===== src/rtl/alu_pkg.sv =====
// Shared decode constants and the issue-entry payload for the ALU issue stage.
package alu_pkg;

  typedef enum logic [3:0] {
    ALU_NOP  = 4'd0,
    ALU_ADD  = 4'd1,
    ALU_SUB  = 4'd2,
    ALU_SLL  = 4'd3,
    ALU_SRL  = 4'd4,
    ALU_AND  = 4'd5,
    ALU_OR   = 4'd6,
    ALU_NOR  = 4'd7,
    ALU_SLTU = 4'd8,
    ALU_SLT  = 4'd9
  } alu_code_e;

  typedef enum logic [1:0] {
    BR_NONE = 2'd0,
    BR_BEQ  = 2'd1,
    BR_BNE  = 2'd2
  } branch_e;

  localparam logic [5:0] OP_RTYPE = 6'h00;
  localparam logic [5:0] OP_BEQ   = 6'h04;
  localparam logic [5:0] OP_BNE   = 6'h05;
  localparam logic [5:0] OP_ADDI  = 6'h08;
  localparam logic [5:0] OP_ADDIU = 6'h09;
  localparam logic [5:0] OP_SLTI  = 6'h0A;
  localparam logic [5:0] OP_SLTIU = 6'h0B;
  localparam logic [5:0] OP_ANDI  = 6'h0C;
  localparam logic [5:0] OP_ORI   = 6'h0D;
  localparam logic [5:0] OP_LUI   = 6'h0F;
  localparam logic [5:0] OP_LW    = 6'h23;
  localparam logic [5:0] OP_SW    = 6'h2B;

  localparam logic [5:0] FN_SLL  = 6'h00;
  localparam logic [5:0] FN_SRL  = 6'h02;
  localparam logic [5:0] FN_SLLV = 6'h04;
  localparam logic [5:0] FN_SRLV = 6'h06;
  localparam logic [5:0] FN_ADD  = 6'h20;
  localparam logic [5:0] FN_ADDU = 6'h21;
  localparam logic [5:0] FN_SUB  = 6'h22;
  localparam logic [5:0] FN_SUBU = 6'h23;
  localparam logic [5:0] FN_AND  = 6'h24;
  localparam logic [5:0] FN_OR   = 6'h25;
  localparam logic [5:0] FN_NOR  = 6'h27;
  localparam logic [5:0] FN_SLT  = 6'h2A;
  localparam logic [5:0] FN_SLTU = 6'h2B;

  // One held issue entry: everything the ALU/EX side needs.
  typedef struct packed {
    alu_code_e   code;
    logic [31:0] op1;
    logic [31:0] op2;
    logic [4:0]  dest;
    branch_e     br;
    logic        illegal;
  } issue_t;

  function automatic logic [31:0] sext16(input logic [15:0] imm);
    return {{16{imm[15]}}, imm};
  endfunction

  function automatic logic [31:0] zext16(input logic [15:0] imm);
    return {16'b0, imm};
  endfunction

endpackage


===== src/rtl/alu_issue_stage_if.sv =====
// Instruction-side input handshake and ALU-side output handshake of the issue stage.
interface alu_issue_stage_if;
  logic        Flush;
  logic        InValid;
  logic        InReady;
  logic [31:0] Instr;
  logic [31:0] RsData;
  logic [31:0] RtData;
  logic        OutValid;
  logic        OutReady;
  logic [3:0]  ALU_Control;
  logic [31:0] InputData1;
  logic [31:0] InputData2;
  logic [4:0]  DestReg;
  logic [1:0]  BranchType;
  logic        Illegal;

  // Environment side: register read upstream plus the EX consumer downstream.
  modport master (
    output Flush, InValid, Instr, RsData, RtData, OutReady,
    input  InReady, OutValid, ALU_Control, InputData1, InputData2,
           DestReg, BranchType, Illegal
  );

  // Issue stage side.
  modport slave (
    input  Flush, InValid, Instr, RsData, RtData, OutReady,
    output InReady, OutValid, ALU_Control, InputData1, InputData2,
           DestReg, BranchType, Illegal
  );
endinterface


===== src/rtl/alu_decode.sv =====
// Combinational MIPS decode: raw instruction plus register values to one issue entry.
module alu_decode
  import alu_pkg::*;
(
  input  logic [31:0] instr,
  input  logic [31:0] rs_data,
  input  logic [31:0] rt_data,
  output issue_t      entry
);

  logic [5:0]  op;
  logic [5:0]  funct;
  logic [4:0]  rt_f;
  logic [4:0]  rd_f;
  logic [4:0]  shamt;
  logic [15:0] imm;
  logic        unused_rs_field;

  assign op              = instr[31:26];
  assign rt_f            = instr[20:16];
  assign rd_f            = instr[15:11];
  assign shamt           = instr[10:6];
  assign funct           = instr[5:0];
  assign imm             = instr[15:0];
  // Operand values arrive already read, so the rs register number itself is not needed.
  assign unused_rs_field = ^instr[25:21];

  // Opcode/funct decode; anything unrecognised collapses to an all-zero illegal entry.
  always_comb begin
    logic legal;
    entry = '0;
    legal = 1'b1;
    case (op)
      OP_RTYPE: begin
        entry.dest = rd_f;
        entry.op1  = rs_data;
        entry.op2  = rt_data;
        case (funct)
          FN_ADD, FN_ADDU: entry.code = ALU_ADD;
          FN_SUB, FN_SUBU: entry.code = ALU_SUB;
          FN_AND:          entry.code = ALU_AND;
          FN_OR:           entry.code = ALU_OR;
          FN_NOR:          entry.code = ALU_NOR;
          FN_SLT:          entry.code = ALU_SLT;
          FN_SLTU:         entry.code = ALU_SLTU;
          FN_SLL, FN_SRL: begin
            entry.code = (funct == FN_SLL) ? ALU_SLL : ALU_SRL;
            entry.op1  = rt_data;
            entry.op2  = {27'b0, shamt};
          end
          FN_SLLV, FN_SRLV: begin
            entry.code = (funct == FN_SLLV) ? ALU_SLL : ALU_SRL;
            entry.op1  = rt_data;
            entry.op2  = {27'b0, rs_data[4:0]};
          end
          default: legal = 1'b0;
        endcase
      end
      OP_ADDI, OP_ADDIU, OP_LW: begin
        entry.code = ALU_ADD;
        entry.op1  = rs_data;
        entry.op2  = sext16(imm);
        entry.dest = rt_f;
      end
      OP_SW: begin
        entry.code = ALU_ADD;
        entry.op1  = rs_data;
        entry.op2  = sext16(imm);
      end
      OP_SLTI, OP_SLTIU: begin
        entry.code = (op == OP_SLTI) ? ALU_SLT : ALU_SLTU;
        entry.op1  = rs_data;
        entry.op2  = sext16(imm);
        entry.dest = rt_f;
      end
      OP_ANDI, OP_ORI: begin
        entry.code = (op == OP_ANDI) ? ALU_AND : ALU_OR;
        entry.op1  = rs_data;
        entry.op2  = zext16(imm);
        entry.dest = rt_f;
      end
      OP_LUI: begin
        // lui is realised as an SLL of the zero-extended immediate by 16.
        entry.code = ALU_SLL;
        entry.op1  = zext16(imm);
        entry.op2  = 32'd16;
        entry.dest = rt_f;
      end
      OP_BEQ, OP_BNE: begin
        entry.code = ALU_SUB;
        entry.op1  = rs_data;
        entry.op2  = rt_data;
        entry.br   = (op == OP_BEQ) ? BR_BEQ : BR_BNE;
      end
      default: legal = 1'b0;
    endcase
    if (!legal) begin
      entry         = '0;
      entry.illegal = 1'b1;
    end
  end

endmodule


===== src/rtl/alu_issue_stage.sv =====
// Registered decode/issue stage: decode feeding a main register backed by one skid entry.
module alu_issue_stage
  import alu_pkg::*;
(
  input  logic               clk,
  input  logic               rst_n,
  alu_issue_stage_if.slave   bus
);

  issue_t dec;
  issue_t main_q;
  issue_t skid_q;
  logic   main_valid;
  logic   skid_valid;
  logic   accept;
  logic   drain;
  logic   main_hold;

  alu_decode u_decode (
    .instr   (bus.Instr),
    .rs_data (bus.RsData),
    .rt_data (bus.RtData),
    .entry   (dec)
  );

  // Ready depends only on registered skid state, so OutReady never reaches InReady.
  assign accept    = bus.InValid & ~skid_valid;
  assign drain     = main_valid & bus.OutReady;
  assign main_hold = main_valid & ~bus.OutReady;

  // Entry occupancy; the skid only fills when main is occupied and stalled.
  always_ff @(posedge clk or negedge rst_n) begin
    if (!rst_n) begin
      main_valid <= 1'b0;
      skid_valid <= 1'b0;
    end else if (bus.Flush) begin
      main_valid <= 1'b0;
      skid_valid <= 1'b0;
    end else begin
      main_valid <= accept | skid_valid | main_hold;
      skid_valid <= skid_valid ? ~drain : (accept & main_hold);
    end
  end

  // Payload moves: skid refills main on drain, otherwise new entries land in the free slot.
  always_ff @(posedge clk or negedge rst_n) begin
    if (!rst_n) begin
      main_q <= '0;
      skid_q <= '0;
    end else if (bus.Flush) begin
      main_q <= '0;
      skid_q <= '0;
    end else begin
      if (drain && skid_valid)
        main_q <= skid_q;
      else if (accept && (!main_valid || drain))
        main_q <= dec;
      if (accept && main_hold)
        skid_q <= dec;
    end
  end

  assign bus.InReady     = ~skid_valid;
  assign bus.OutValid    = main_valid;
  assign bus.ALU_Control = main_q.code;
  assign bus.InputData1  = main_q.op1;
  assign bus.InputData2  = main_q.op2;
  assign bus.DestReg     = main_q.dest;
  assign bus.BranchType  = main_q.br;
  assign bus.Illegal     = main_q.illegal;

endmodule


===== src/flat_wrapper.sv =====
// flat-port wrapper written by rule: the top's interface ports become plain ports
module alu_issue_stage_flat import alu_pkg::*;
  (clk, rst_n, bus_Flush, bus_InValid, bus_Instr, bus_RsData, bus_RtData, bus_OutReady, bus_InReady, bus_OutValid, bus_ALU_Control, bus_InputData1, bus_InputData2, bus_DestReg, bus_BranchType, bus_Illegal);
  alu_issue_stage_if bus_i ();
  input  logic clk;
  input  logic rst_n;
  input wire logic [$bits(bus_i.Flush)-1:0] bus_Flush;
  input wire logic [$bits(bus_i.InValid)-1:0] bus_InValid;
  input wire logic [$bits(bus_i.Instr)-1:0] bus_Instr;
  input wire logic [$bits(bus_i.RsData)-1:0] bus_RsData;
  input wire logic [$bits(bus_i.RtData)-1:0] bus_RtData;
  input wire logic [$bits(bus_i.OutReady)-1:0] bus_OutReady;
  output wire logic [$bits(bus_i.InReady)-1:0] bus_InReady;
  output wire logic [$bits(bus_i.OutValid)-1:0] bus_OutValid;
  output wire logic [$bits(bus_i.ALU_Control)-1:0] bus_ALU_Control;
  output wire logic [$bits(bus_i.InputData1)-1:0] bus_InputData1;
  output wire logic [$bits(bus_i.InputData2)-1:0] bus_InputData2;
  output wire logic [$bits(bus_i.DestReg)-1:0] bus_DestReg;
  output wire logic [$bits(bus_i.BranchType)-1:0] bus_BranchType;
  output wire logic [$bits(bus_i.Illegal)-1:0] bus_Illegal;
  assign bus_i.Flush = bus_Flush;
  assign bus_i.InValid = bus_InValid;
  assign bus_i.Instr = bus_Instr;
  assign bus_i.RsData = bus_RsData;
  assign bus_i.RtData = bus_RtData;
  assign bus_i.OutReady = bus_OutReady;
  assign bus_InReady = bus_i.InReady;
  assign bus_OutValid = bus_i.OutValid;
  assign bus_ALU_Control = bus_i.ALU_Control;
  assign bus_InputData1 = bus_i.InputData1;
  assign bus_InputData2 = bus_i.InputData2;
  assign bus_DestReg = bus_i.DestReg;
  assign bus_BranchType = bus_i.BranchType;
  assign bus_Illegal = bus_i.Illegal;
  alu_issue_stage u_core (.clk(clk), .rst_n(rst_n), .bus(bus_i));
endmodule

===== config.mk =====
export PLATFORM = sky130hd
export DESIGN_NAME = alu_issue_stage_flat
export DESIGN_NICKNAME = d
export VERILOG_FILES = /design/src/rtl/alu_pkg.sv /design/src/rtl/alu_issue_stage_if.sv /design/src/rtl/alu_decode.sv /design/src/rtl/alu_issue_stage.sv /design/src/flat_wrapper.sv
export SDC_FILE = /design/constraint.sdc
export NUM_CORES = 1
export LEC_CHECK = 0
export CAP_MARGIN = 20
export CELL_PAD_IN_SITES_DETAIL_PLACEMENT = 0
export CELL_PAD_IN_SITES_GLOBAL_PLACEMENT = 1
export CORE_MARGIN = 4
export CORE_UTILIZATION = 41
export CTS_BUF_LIST = sky130_fd_sc_hd__clkbuf_16
export CTS_CLUSTER_SIZE = 40
export DETAILED_ROUTE_END_ITERATION = 8
export GPL_ROUTABILITY_DRIVEN = 0
export PLACE_DENSITY = 0.93
export SKIP_LAST_GASP = 1
export SYNTH_ARGS = -nofsm -noshare
export SYNTH_HDL_FRONTEND = slang
export SYNTH_SLANG_ARGS = --single-unit

===== constraint.sdc =====
create_clock -name clk -period 5 [get_ports clk]
set_input_delay 1.25 -clock clk [delete_from_list [all_inputs] [get_ports clk]]
set_output_delay 1.25 -clock clk [all_outputs]
set_load 0.005 [all_outputs]

==> results.cfg, run 1 <==
[outcome]
status = finished clean

[critical_path]
path_class = primary input to flip-flop
cp-start-kind = primary input
required_ns = 5.31
r2r.worst_path.cells = 5
end_kind = flip-flop
cp_data_arrival_time_ns = 3.92
crit_fanout = 26
path_cells = clkdlybuf4s50_1 > nor2_1 > nand3_1 > nand2_2 > buf_4 > a221oi_1 > a211oi_1
slowest_stage = clkdlybuf4s50_1
crit_cells = 7
crit_family = simple AND/OR/NAND/NOR gates
cp_slowest_stage_delay_ns = 0.57
cp_num_buf_inv = 2

[grt]
grt_max_degree = 98
grt_pass1_wl_um = 37900
grt_pass1_vias = 6703
grtUsageTotal_pct = 23.4
grt_overflow_total = 0
antenna_found_initial = 0

[placement]
port_buffers = 173
pre_cts_ws_ns = 1.02
placedCellCount = 1099
dp_hpwl_um = 15800

[clock_tree]
cts-resized-gates = 0
numCtsBuffers = 17
postCtsHoldBufs = 0
root_buffer = clkbuf_16
path_clk_slew_ns = 0.06
postCtsSetupBuffers = 0
cts_tree = yes
clockBufferDepth = 2
cts-htree-levels = 4
insertion_delay_ns = 0.42
clock_sinks = 154

[sta]
maxClockFrequency_ghz = 0.277
post-route-min-period_ns = 3.61
finalClockSkew_ns = 0.00734
drv_slew = 0
hold_viol_final = 0
setup_viol = 0
finalWorstSetupSlack_ns = 1.39
hold-worst-slack_ns = 0.479
period_share_pct = 72.1
slew_headroom_pct = 26.9
max_slew.worst_pin.slew_ns = 1.09
rsz0062_at_grt = false
setup_tns_ns = 0

[power]
p_int_mw = 2.20
vdd_ir_drop_max_uv = 245
power_frac_seq_pct = 43.6
clkPwrFrac_pct = 46.3
p_leak_nw = 3.83
p_sw_share_pct = 24.0
power.density_nw_per_um2 = 289
pwr-share-comb_pct = 10.1
p_sw_mw = 0.694

[routing]
drt_iter0_markers = 875
first_pass_iters = 6
wl_per_cell_um = 21.3
ant_nets = 0
vias = 6921
finalWirelength_um = 24200
drcViolationCount = 0
via_per_inst = 6.11

[logic_synthesis]
synth-edff-count = 0
synth-compound-area-share_pct = 33.2
synth_ff_type = dfrtp_1
synthXorXnorAreaFrac_pct = 0
synthMuxAreaShare_pct = 1.15
synth-async-reset-ratio_pct = 100
ys_ff_latch = 154
syn-instance-count = 757
synth-simple-area-share_pct = 9.45
synth_top_family_by_area = compound AO/OA/AOI/OAI gates
syn_area_sq_um = 7530
synth_fa_ha_area_share_pct = 0
synth_seq_area_share_pct = 51.2
ys_types = 55
syn-num-nets = 858
synth_warnings = 0
synth_area_per_cell_sq_um = 9.95

[final_layout]
nets = 990
layout-area-overhead-vs-synth_pct = 32.9
post-route-util_pct = 55.5
drive_above_1_share_pct = 9.53
finalNonFillerCells = 1133

[die]
ios = 179
dieHeight_um = 144
initial_core_util_pct = 41.8
die_area_sq_um = 20600
coreArea_sq_um = 18000
die_x_um = 144
rows = 49

[job]
cap_violations = 0

[worst_hold_path]
hp-class = flip-flop to flip-flop
hold_depth = 2
worst reg2reg max path: cells and delay by family (launching register included):
| kind | cells | cell delay [ns] |
|---|---|---|
| compound gates | 2 | 0.41 |
| buf+inv | 1 | 0.51 |
| simple gates | 2 | 0.91 |
| flops | 1 | 0.47 |
state kept, by name, summed over array words and instances, names as in the netlist:
name and cells:
u_core.skid_valid 1, u_core.skid_q 76, u_core.bus.Illegal 1, u_core.bus.BranchType 2, u_core.bus.InputData2 32, u_core.bus.OutValid 1
u_core.bus.ALU_Control 4, u_core.bus.DestReg 5, u_core.bus.InputData1 32
through the flow:
step	power, mW	instance area [sq um]
after floorplan	1.40	7530
after global placement	1.57	9390
after detailed placement	1.57	9390
after CTS	2.91	10000
after global routing	2.99	10000
final	2.89	10000
logic make-up (layout without fill, tap and decap cells):
logic type	after synthesis	in the layout
simple gates	146	146
compound gates	366	366
mux	8	8
flops	154	154
buf+inv	83	228
other cells	0	2
layout by cell type, fill, tap and decap left out, types with 4 or more instances in the layout:
master and instances:
a211oi_1 32, a21oi_1 35, a21oi_2 8, a221oi_1 16
a222oi_1 15, a22o_1 11, a22o_2 8, a22oi_1 102
buf_4 15, bufinv_16 4, clkbuf_16 17, clkdlybuf4s50_1 171
clkinv_2 4, dfrtp_1 154, inv_1 7, mux2_2 5
nand2_1 82, nand3_1 5, nand3b_1 5, nor2_1 17
nor3_1 8, o21ai_0 80, o21ai_1 39, o31ai_1 5
per-layer routing:
metal / share of wire [%] / vias to the layer above / global-route usage (%)
met3: 8.0 / 31 / 4.83
met4: 2.0 / 0 / 8.03
met5: 0 / - / 0
met2: 46 / 324 / 34.6
met1: 44 / 3390 / 34.4
li1: - / 3176 / -
synthesized netlist by cell type (2+ instances only):
library cell  instances  area [sq um]
a211oi_1             32           240
a21oi_1              35           175
a21oi_2               8          70.1
a221oi_1             16           140
a222oi_1             15           150
a22o_1               11          96.3
a22o_2                8          80.1
a22o_4                2          35.0
a22oi_1             102           766
a32oi_1               2          17.5
and2_1                2          12.5
and3_1                2          12.5
buf_1                 3          11.3
buf_2                 7          35.0
buf_6                 7          78.8
clkbuf_1             58           218
dfrtp_1             154          3850
inv_1                 6          22.5
mux2_2                5          56.3
mux2i_1               3          30.0
nand2_1              83           312
nand2b_1              3          18.8
nand3_1               6          30.0
nand3b_1              5          37.5
nor2_1               20          75.1
nor2b_1               3          18.8
nor3_1                8          40.0
o211ai_1              3          22.5
o21ai_0              80           400
o21ai_1              39           195
o31ai_1               5          37.5
area by class of cell:
cell class | count | area [sq um]
fill | 1613 | 8020
timing repair buffer | 190 | 1880
clock inverter | 15 | 183
antenna | 2 | 5.00
multi-input combinational | 520 | 3350
tap | 229 | 287
clock buffer | 17 | 425
inverter | 6 | 22.5
sequential | 154 | 3850
power by group through the flow:
stage	Clock [mW]	Combinational, mW	Sequential (mW)
3_5_place_dp	0	0.292	1.28
5_1_grt	1.41	0.318	1.26
2_1_floorplan	0	0.120	1.28
4_1_cts	1.36	0.292	1.26
6_report	1.34	0.293	1.26
3_3_place_gp	0	0.290	1.28
final timing paths:
| path | start | end | slack [ns] |
|---|---|---|---|
| min | u_core.skid_q[56]$_DFFE_PN0P_ | u_core.skid_q[56]$_DFFE_PN0P_ | 0.48 |
| max | bus_Instr[31] | u_core.skid_q[35]$_DFFE_PN0P_ | 1.39 |
| min reg2reg | u_core.skid_q[56]$_DFFE_PN0P_ | u_core.skid_q[56]$_DFFE_PN0P_ | 0.48 |
| max reg2reg | u_core.skid_valid$_DFF_PN0_ | u_core.skid_q[16]$_DFFE_PN0P_ | 2.54 |
| max in group asynchronous | rst_n | u_core.skid_q[3]$_DFFE_PN0P_ | 3.02 |
| min in group asynchronous | rst_n | u_core.bus.InputData1[19]$_DFFE_PN0P_ | 0.89 |
Note: power is estimated with default switching activity, not from simulation.
==> run 2: changes to the inputs <==
- CORE_UTILIZATION: 41 -> 35
- PLACE_DENSITY: 0.93 -> 0.86
- clock period: 5 -> 3.21 ns (I/O delays scaled with it)
==> run 2 against run 1 <==
Net effect:
- global-route usage fell by 2.8 points
- combinational power rose by 68%
- final area is 3.5% higher
- non-clock buffer count rose by 26
- sequential share of layout area decreased by 1.3 points
- die area increased by 16%
- power increased by 55%
- core utilization is 6.4 points lower
- first-iteration DRC count is 37% lower
- count of clock-buffer cells in the layout did not move
- clock skew decreased by 0.00088 ns
- largest cell class unchanged
==> results.cfg, run 2 (synthesis results as in run 1) <==
[clock_tree]
postCtsSetupBuffers = 0
numCtsBuffers = 17
cts-resized-gates = 0
clock_sinks = 154
cts_tree = yes
clockBufferDepth = 2
insertion_delay_ns = 0.42
postCtsHoldBufs = 0
root_buffer = clkbuf_16
path_clk_slew_ns = 0.06
cts-htree-levels = 4

[final_layout]
antenna_cells = 0
largest_reg_flops = 76
layout-area-overhead-vs-synth_pct = 37.5
drive_above_1_share_pct = 12.2
nets = 1016
largest-register = u_core.skid_q
layout_common_cells = 171 x clkdlybuf4s50_1, 154 x dfrtp_1, 102 x a22oi_1
layout_commonest_cell = clkdlybuf4s50_1

[critical_path]
end_kind = flip-flop
path_class = primary input to flip-flop
slowest_stage = clkdlybuf4s50_1
crit_fanout = 15
path_cells = clkdlybuf4s50_1 > nor2b_1 > a32oi_1 > o211ai_1 > buf_4 > a22oi_1 > o21ai_0
required_ns = 3.53
cp-start-kind = primary input
cp_data_arrival_time_ns = 3.00
cp_slowest_stage_delay_ns = 0.56

[placement]
port_buffers = 173
pre_cts_ws_ns = 0.116
dp_hpwl_um = 16500

[sta]
drv_slew = 0
hold_viol_final = 0
rsz0062_at_grt = false
slew_headroom_pct = 59.4
maxClockFrequency_ghz = 0.373
post-route-min-period_ns = 2.68
setup_viol = 0
period_share_pct = 83.5
finalClockSkew_ns = 0.00645
max_slew.worst_pin.slew_ns = 0.607
finalWorstSetupSlack_ns = 0.529
setup_tns_ns = 0

[routing]
finalWirelength_um = 24500
drcViolationCount = 0
vias = 6865
wl_per_cell_um = 20.4
via_per_inst = 5.71
drt_iter0_markers = 552
first_pass_iters = 5
ant_nets = 0

[grt]
grtUsageTotal_pct = 20.6
grt_pass1_vias = 7043
grt_overflow_total = 0
antenna_found_initial = 0
grt_max_degree = 71
grt_pass1_wl_um = 39400

[power]
power.density_nw_per_um2 = 435
p_leak_nw = 3.99
vdd_ir_drop_max_uv = 317

[die]
initial_core_util_pct = 35.7
coreArea_sq_um = 21100
ios = 179
die_area_sq_um = 23900
rows = 53
die_x_um = 155
dieHeight_um = 155

[job]
cap_violations = 0

[outcome]
status = finished clean

[worst_hold_path]
hp-class = primary input to async pin
-- run 2: worst max-delay path: cells and delay by family --
kind	cells	cell delay (ns)
AO/OA/AOI/OAI	4	0.91
buffers and inverters	2	0.90
AND/OR/NAND/NOR	1	0.37
-- run 2: cell type report --
cell class | count | area, sq um
Multi-Input combinational cell | 520 | 3350
Sequential cell | 154 | 3850
Tap cell | 275 | 344
Clock buffer | 17 | 425
Inverter | 6 | 22.5
Fill cell | 1978 | 10700
Timing Repair Buffer | 216 | 2180
Clock inverter | 15 | 174
-- run 2: per-layer routing --
layer  GRT usage, %  part of all wire (%)  vias up
li1               -                     -     3224
met1           28.6                    45     3402
met3           4.28                   6.3       18
met5              0                     0        -
met4           5.34                  0.96        0
met2           33.2                    48      221
-- run 2: final timing paths --
check	from	endpoint	slack (ns)	depth (start not counted)
worst max-delay path	bus_Instr[31]	u_core.bus.InputData1[24]$_DFFE_PN0P_	0.53	7
worst min-delay path	rst_n	u_core.bus.InputData1[4]$_DFFE_PN0P_	0.37	1
worst max register to register	u_core.bus.OutValid$_DFF_PN0_	u_core.bus.InputData1[24]$_DFFE_PN0P_	1.37	6
worst min register to register	u_core.skid_q[8]$_DFFE_PN0P_	u_core.skid_q[8]$_DFFE_PN0P_	0.48	2
max in group asynchronous	rst_n	u_core.bus.OutValid$_DFF_PN0_	2.03	2
min in group clk	u_core.skid_q[8]$_DFFE_PN0P_	u_core.skid_q[8]$_DFFE_PN0P_	0.48	2
-- run 2: power breakdown --
part	leakage [nW]	internal (mW)	switching [mW]	total, mW
combinational	1.55	0.215	0.276	0.491
clock	0.291	1.22	0.821	2.05
sequential	2.15	1.95	0.0100	1.96
total	3.99	3.39	1.11	4.50
-- run 2: per-stage QoR --
step | util [%] | instance area, sq um | cells | power (mW) | hold slack [ns]
global route | 49.1 | 10400 | 1203 | 4.67 | 0.401
finish | 49.1 | 10400 | 1203 | 4.50 | 0.371
CTS | 49.0 | 10300 | 1202 | 4.55 | 0.382
global placement | 46.1 | 9730 | 1170 | 2.48 | 0.462
detailed placement | 46.1 | 9730 | 1170 | 2.49 | 0.471
floorplan | - | 7530 | 757 | 2.18 | 0.451
==> run 3: changes to the inputs <==
- CORE_UTILIZATION: 35 -> 38
- PLACE_DENSITY: 0.86 -> 0.88
- clock period: 3.21 -> 2.65 ns (I/O delays scaled with it)
==> run 3 against run 2 <==
Net effect:
- register-to-register slack got worse by 0.53 ns
- clock power increased by 7%
- worst setup slack got worse by 0.40 ns
==> results.cfg, run 3 (synthesis results as in run 1) <==
[critical_path]
crit_family = simple AND/OR/NAND/NOR gates
path_cells = clkdlybuf4s50_1 > or4_4 > nand3_1 > nand2_2 > a222oi_1 > buf_4 > o21ai_0
cp_num_buf_inv = 2
end_kind = flip-flop
cp_slowest_stage_delay_ns = 0.57
path_class = primary input to flip-flop
crit_fanout = 6
cp_data_arrival_time_ns = 2.82
cp-start-kind = primary input
required_ns = 2.95
slowest_stage = or4_4

[power]
p_sw_share_pct = 26.0
clkPwrFrac_pct = 42.1
p_sw_mw = 1.35
vdd_ir_drop_max_uv = 398
p_leak_nw = 4.12
power.density_nw_per_um2 = 490
p_int_mw = 3.84
power_frac_seq_pct = 45.8
pwr-share-comb_pct = 12.1
power.total_mw = 5.19

[routing]
ant_nets = 0
finalWirelength_um = 24800
via_per_inst = 5.81
drt_iter0_markers = 688
vias = 7082
wl_per_cell_um = 20.4
drcViolationCount = 0
first_pass_iters = 5

[clock_tree]
path_clk_slew_ns = 0.07
clock_sinks = 154
postCtsSetupBuffers = 0
numCtsBuffers = 17
cts-htree-levels = 4
insertion_delay_ns = 0.42
clockBufferDepth = 2
root_buffer = clkbuf_16
cts_tree = yes
postCtsHoldBufs = 0
cts-resized-gates = 0

[final_layout]
largest_reg_flops = 76
fin_area_sq_um = 10600
layout-area-overhead-vs-synth_pct = 40.6
largest-register = u_core.skid_q
layout_common_cells = 171 x clkdlybuf4s50_1, 154 x dfrtp_1, 102 x a22oi_1
multi_input_area_sq_um = 3350
layout_commonest_cell = clkdlybuf4s50_1
drive_above_1_share_pct = 14.5
nFillCells = 1711
nets = 1042
antenna_cells = 0
ff_latch_area_sq_um = 3850

[outcome]
status = finished clean

[placement]
port_buffers = 173
dp_hpwl_um = 17100
postPlaceCellArea_sq_um = 10000

[job]
cap_violations = 0

[sta]
drv_slew = 0
post-route-min-period_ns = 2.52
maxClockFrequency_ghz = 0.397
period_share_pct = 95.1
hold_viol_final = 0
setup_viol = 0
max_slew.worst_pin.slew_ns = 0.523
finalClockSkew_ns = 0.00822
rsz0062_at_grt = false
slew_headroom_pct = 65.1

[worst_hold_path]
hp-class = primary input to async pin

[grt]
antenna_found_initial = 2
grt_max_degree = 70
grt_pass1_vias = 6893
grt_pass1_wl_um = 38800
grt_overflow_total = 0
grtUsageTotal_pct = 22.4

[die]
ios = 179
initial_core_util_pct = 38.7
die_area_sq_um = 22100
die_x_um = 149
dieHeight_um = 149
coreArea_sq_um = 19500
rows = 51
==> run 3: final timing paths <==
check	start	to	slack (ns)	depth (start not counted)
min reg2reg	u_core.skid_q[12]$_DFFE_PN0P_	u_core.skid_q[12]$_DFFE_PN0P_	0.48	2
max	bus_Instr[0]	u_core.skid_q[8]$_DFFE_PN0P_	0.13	7
max in group asynchronous	rst_n	u_core.skid_q[57]$_DFFE_PN0P_	1.86	2
min in group clk	u_core.skid_q[12]$_DFFE_PN0P_	u_core.skid_q[12]$_DFFE_PN0P_	0.48	2
min	rst_n	u_core.bus.Illegal$_DFFE_PN0P_	0.19	1
max reg2reg	u_core.skid_valid$_DFF_PN0_	u_core.skid_q[20]$_DFFE_PN0P_	0.84	5
==> run 3: power groups by stage <==
stage | sequential (mW) | clock [mW] | combinational (mW)
6_report | 2.38 | 2.19 | 0.626
2_1_floorplan | 2.42 | 0 | 0.227
4_1_cts | 2.38 | 2.22 | 0.623
3_5_place_dp | 2.42 | 0 | 0.620
5_1_grt | 2.38 | 2.33 | 0.672
3_3_place_gp | 2.42 | 0 | 0.615
==> run 3: metal layers <==
| metal | global-route usage (%) | vias up | part of all wire (%) | routed length [um] |
|---|---|---|---|---|
| met1 | 31.9 | 3503 | 44 | 10800 |
| met5 | 0 | - | 0.14 | 34 |
| li1 | - | 3267 | - | - |
| met4 | 7.00 | 4 | 2.2 | 544 |
| met2 | 34.5 | 270 | 47 | 11700 |
| met3 | 4.77 | 38 | 7.1 | 1750 |
==> run 3: layout make-up <==
cell class | count | share of cell area, %
clock buffer | 17 | 4.02
clock inverter | 15 | 0.921
inverter | 6 | 0.213
multi-input combinational | 520 | 31.6
sequential | 154 | 36.4
tap | 265 | 3.13
timing repair buffer | 242 | 23.7
==> run 3: stage by stage <==
stage	std cells	worst slack (ns)	utilization, %	setup TNS (ns)	hold WS [ns]
2_1_floorplan	757	0.278	-	0	0.367
3_3_place_gp	1186	-0.263	51.6	-14.86	0.461
3_5_place_dp	1186	-0.281	51.6	-16.83	0.471
4_1_cts	1218	0.154	54.3	0	0.194
5_1_grt	1219	0.0777	54.4	0	0.211
6_report	1219	0.130	54.4	0	0.185
